### src/rtl/lm_sm_sequencer.sv
// LM/SM sequencer: moves one word per cycle between data_memory and the RF for each mask bit.
// Latency: N=popcount(mask) RUN cycles, done in cycle N+1; holds busy (pipeline stall) until back in IDLE.
module lm_sm_sequencer #(
    parameter int ADDR_W    = 16,
    parameter int DATA_W    = 16,
    parameter int ADDR_STEP = 1
) (
    input  logic              clk_i,
    input  logic              rst_n_i,
    input  logic              start_i,
    input  logic              is_store_i,
    input  logic [ADDR_W-1:0] base_addr_i,
    input  logic [7:0]        reg_mask_i,
    input  logic              flush_i,
    output logic              busy_o,
    output logic              done_o,
    output logic [ADDR_W-1:0] mem_access_addr_o,
    output logic              mem_read_o,
    output logic              mem_write_en_o,
    output logic [DATA_W-1:0] mem_write_data_o,
    input  logic [DATA_W-1:0] mem_read_data_i,
    output logic [2:0]        rf_rd_addr_o,
    input  logic [DATA_W-1:0] rf_rd_data_i,
    output logic              rf_wr_en_o,
    output logic [2:0]        rf_wr_addr_o,
    output logic [DATA_W-1:0] rf_wr_data_o
);

    typedef enum logic [1:0] {
        S_IDLE = 2'd0,
        S_RUN  = 2'd1,
        S_DONE = 2'd2
    } state_t;

    state_t              state_q;
    logic                is_store_q;
    logic [ADDR_W-1:0]   addr_q;
    logic [7:0]          mask_q;
    logic                wb_pend_q;
    logic [2:0]          wb_idx_q;
    logic [DATA_W-1:0]   wb_data_q;

    logic [2:0]          idx;
    logic [7:0]          mask_d;
    logic [ADDR_W-1:0]   addr_d;
    logic                run;

    // Lowest set bit of the remaining mask selects the register serviced this cycle.
    always_comb begin
        idx = 3'd0;
        for (int i = 7; i >= 0; i--) begin
            if (mask_q[i]) begin
                idx = 3'(i);
            end
        end
    end

    assign mask_d = mask_q & (mask_q - 8'd1);
    assign addr_d = addr_q + ADDR_W'(ADDR_STEP);
    assign run    = (state_q == S_RUN);

    always_ff @(posedge clk_i or negedge rst_n_i) begin
        if (!rst_n_i) begin
            state_q    <= S_IDLE;
            is_store_q <= 1'b0;
            addr_q     <= '0;
            mask_q     <= '0;
            wb_pend_q  <= 1'b0;
            wb_idx_q   <= '0;
            wb_data_q  <= '0;
        end else begin
            wb_pend_q <= 1'b0;
            case (state_q)
                S_IDLE: begin
                    if (start_i && !flush_i) begin
                        is_store_q <= is_store_i;
                        addr_q     <= base_addr_i;
                        mask_q     <= reg_mask_i;
                        state_q    <= (reg_mask_i != 8'd0) ? S_RUN : S_DONE;
                    end
                end
                S_RUN: begin
                    if (flush_i) begin
                        state_q <= S_IDLE;
                        mask_q  <= '0;
                    end else begin
                        mask_q <= mask_d;
                        addr_q <= addr_d;
                        if (!is_store_q) begin
                            wb_pend_q <= 1'b1;
                            wb_idx_q  <= idx;
                            wb_data_q <= mem_read_data_i;
                        end
                        if (mask_d == 8'd0) begin
                            state_q <= S_DONE;
                        end
                    end
                end
                S_DONE: begin
                    state_q <= S_IDLE;
                end
                default: begin
                    state_q <= S_IDLE;
                end
            endcase
        end
    end

    // Memory and RF ports are same-cycle paths, so they decode directly from the registered state.
    assign busy_o            = (state_q != S_IDLE);
    assign done_o            = (state_q == S_DONE) && !flush_i;
    assign mem_access_addr_o = run ? addr_q : '0;
    assign mem_read_o        = run && !is_store_q && !flush_i;
    assign mem_write_en_o    = run && is_store_q && !flush_i;
    assign mem_write_data_o  = (run && is_store_q) ? rf_rd_data_i : '0;
    assign rf_rd_addr_o      = run ? idx : 3'd0;
    assign rf_wr_en_o        = wb_pend_q && !flush_i;
    assign rf_wr_addr_o      = wb_pend_q ? wb_idx_q : 3'd0;
    assign rf_wr_data_o      = wb_pend_q ? wb_data_q : '0;

endmodule

### config.mk
export PLATFORM = sky130hd
export DESIGN_NAME = lm_sm_sequencer
export DESIGN_NICKNAME = d
export VERILOG_FILES = /design/src/rtl/lm_sm_sequencer.sv
export SDC_FILE = /design/constraint.sdc
export NUM_CORES = 1
export LEC_CHECK = 0
export BUFFER_PORTS_ARGS = -buffer_cell sky130_fd_sc_hd__buf_2
export CORE_ASPECT_RATIO = 0.6
export CORE_MARGIN = 4
export CORE_UTILIZATION = 52
export DETAILED_ROUTE_END_ITERATION = 10
export PLACE_DENSITY = 0.85
export SYNTH_ARGS = -nofsm -noshare
export SYNTH_HDL_FRONTEND = slang
export SYNTH_SLANG_ARGS = --single-unit
### constraint.sdc
create_clock -name clk_i -period 4.28 [get_ports clk_i]
set_input_delay 0.214 -clock clk_i [delete_from_list [all_inputs] [get_ports clk_i]]
set_output_delay 0.214 -clock clk_i [all_outputs]
set_load 0.02 [all_outputs]
==> impl_metrics.toml <==
[timing]
worst_pin_slew_ns = 1.032
fmax_mhz = 406.6
fin_crit_sh_pct = 57.47
setup-tns-final_ns = 0
slew-limit-headroom_pct = 31.17
finalHoldViolCount = 0
slew_violations = 0
setup_violations = 0
finalCriticalPeriod_ns = 2.460
grt_setup_unrepaired = "no"
fin_skew_ns = 0.004629

[global_routing]
grt_pass1_wl_mm = 12.47
grt_pass1_vias = 2626
grt_use_total_pct = 23.62
antenna_found_initial = 0
grt_overflow = 0
grt_max_degree = 48

[detailed_routing]
antenna_left = 0
avgRoutedWirePerCell_um = 16.00
vias_per_cell = 5.902
drt_iter0_drc = 146
num_vias = 2827
wl_mm = 7.666
firstDrtPassIters = 5
drc = 0

[floorplanning]
ios = 120
die_w_um = 102.9
die-area_mm2 = 0.006688
core_region_area_mm2 = 0.005155
die_y_um = 64.97
core.rowCount = 20
start_util_pct = 54.56

[place]
place.port_buffers = 119
dpl.hpwl_mm = 5.677
gp_congestion = 0.9512
place_inst = 471

[logic_synthesis]
avgSynthCellArea_um2 = 9.132
synth_fa_ha_area_share_pct = 0.8007
synth_warnings = 0
synth-async-reset-ratio_pct = 100.0
synth_area_mm2 = 0.002813
synth.mux.area_fraction_pct = 8.230
synthXorXnorAreaFrac_pct = 0
postSynthRegisterBits = 47
synth_top_family_by_area = "simple AND/OR/NAND/NOR gates"
synth-edff-count = 0
synth-compound-area-share_pct = 18.06
ys.flop_type = "dfrtp_1"
synthesis.instances = 308
ys_types = 48
synth-simple-area-share_pct = 26.07
synth-seq-area-share_pct = 41.81
syn-num-nets = 370

[worst_setup_path]
r2r-start = "state_q[0]"
crit_arrival_ns = 2.25
start_kind = "register"
crit_type = "reg2out"
reg2reg_to = "state_q[0]"
ff2ff_setup_slack_ns = 1.99
ff2ff_path_depth = 5
cp.required_ns = 4.07
crit_fanout = 24
end_kind = "output pin"

[cells_and_area]
drive_gt1_share_pct = 34.14
fillers = 436
antenna_cells = 0
synthToLayoutAreaGrowth_pct = 24.24
final_cells = 479
nets = 474

[cts]
clk_latency_ns = 0.31
cts_tree = "done"
cts-root-buf = "clkbuf_8"
cts.repair.resized = 0
cts-hold-fix-buffers = 0
cts_inserted_buffers = 5
post_cts_buffers = 0
clk_pin_slew_ns = 0.09
clk_path_buf_depth = 2
htreeDepth = 2
cts.sinks = 47

[worst_hold_path]
hold_class = "in2async"

[power_and_ir_drop]
ir_worst_vdd_v = 0.0003448
p_per_area_mw_per_mm2 = 716.4
p_leak_nw = 1.810

[status]
status = "completed"

[flow_run]
drv_cap = 0
flip-flops by register name, summed over array words and instances (netlist names):
signal and cells:
addr_q 16, is_store_q 1, mask_q 8, state_q 2, wb_data_q 16, wb_idx_q 3, wb_pend_q 1
worst max-delay path, stage by stage, from the launching register on:
cell      delay (ns)
dfrtp_1         0.52
nand2b_1        0.41
or3_1           0.74
inv_1           0.07
buf_2           0.18
through the flow:
| step | util [%] | hold WS, ns | setup slack [ns] | cell area [um^2] | power (mW) |
|---|---|---|---|---|---|
| floorplan | - | -0.08159 | 2.628 | 2813 | 1.841 |
| global placement | 66.00 | 0.4248 | 2.180 | 3402 | 2.157 |
| detailed placement | 66.00 | 0.4340 | 2.061 | 3402 | 2.214 |
| CTS | 67.79 | 0.1110 | 1.798 | 3495 | 2.496 |
| global route | 67.79 | 0.09898 | 1.602 | 3495 | 2.701 |
| finish | 67.79 | 0.07640 | 1.820 | 3495 | 2.503 |
cells by family (layout without fill, tap and decap cells):
logic type               Yosys count  in the layout
AND/OR/NAND/NOR                  131            131
AO/OA/AOI/OAI                     74             74
flip-flops                        47             47
buffers and inverters             33            138
multiplexers                      21             21
adder cells (fa/ha/maj)            2              2
layout make-up:
type / count / area, um^2 / area share [%]
Timing Repair Buffer: 120 / 603.1 / 17.26
Tap cell: 66 / 82.58 / 2.363
Clock inverter: 3 / 23.77 / 0.6803
Multi-Input combinational cell: 228 / 1503 / 43.00
Clock buffer: 5 / 68.82 / 1.969
Sequential cell: 47 / 1176 / 33.66
Inverter: 10 / 37.54 / 1.074
worst max-delay path by stage:
stage | from | depth (start not counted) | slack [ns] | to
after global placement | state_q[1] | 3 | 2.18 | wb_data_q[14]
final | state_q[1] | 4 | 1.82 | mem_read_o
after detailed placement | state_q[0] | 5 | 2.06 | state_q[0]
after CTS | state_q[1] | 4 | 1.80 | mem_read_o
after floorplan | mask_q[1] | 5 | 2.63 | state_q[0]
after global routing | state_q[1] | 4 | 1.60 | mem_read_o
routing by layer:
layer  vias up  routed length (um)  track usage [%]
met2       190                3169            33.47
li1       1327                   -                -
met4         0                 133            6.624
met1      1288                3406            34.65
met5         -                   0                0
met3        22                 956            7.204
cell usage in the layout (no fill, tap or decap), types with 4 or more instances in the layout:
cell	count
a31oi_1	4
nor4_1	6
and3_1	20
inv_1	10
mux2i_1	4
nor2_1	18
clkbuf_8	5
nand2b_1	4
nand3_1	4
a21oi_1	17
mux2_1	12
nand2_1	20
a22o_1	7
o21ai_0	15
o22ai_1	7
a2bb2oi_1	5
dfrtp_1	47
mux2_2	5
nand4_1	7
nor3_1	7
and2_1	33
buf_2	119
power by group:
| group | leakage, nW | total, mW | internal, mW | switching, mW |
|---|---|---|---|---|
| clock network | 0.0408 | 0.279 | 0.117 | 0.162 |
| logic | 1.21 | 1.29 | 0.535 | 0.759 |
| registers | 0.561 | 0.929 | 0.655 | 0.275 |
synthesized netlist by cell type, types with 2 or more instances:
cell type  instances  area share [%]
or2_2              2            0.44
mux2i_1            4             1.4
and4_1             3            0.93
nor2b_1            3            0.67
o21ai_0           15             2.7
a2bb2oi_1          5             1.6
nor2_1            18             2.4
nand4_1            7             1.6
nor3_1             7             1.2
nand2_1           20             2.7
and2_1            33             7.3
mux2_2             5             2.0
and3_1            20             4.4
inv_1             10             1.3
a21oi_1           17             3.0
o22a_1             2            0.62
mux2_1            12             4.8
dfrtp_1           47              42
nand3_1            4            0.71
buf_2              5            0.89
o22ai_1            7             1.6
a211oi_1           2            0.53
a31oi_1            4            0.89
o31ai_1            3            0.80
a22o_1             7             2.2
clkbuf_1          16             2.1
nand2b_1           4            0.89
nor4_1             6             1.3
Note: power is estimated with default switching activity, not from simulation.
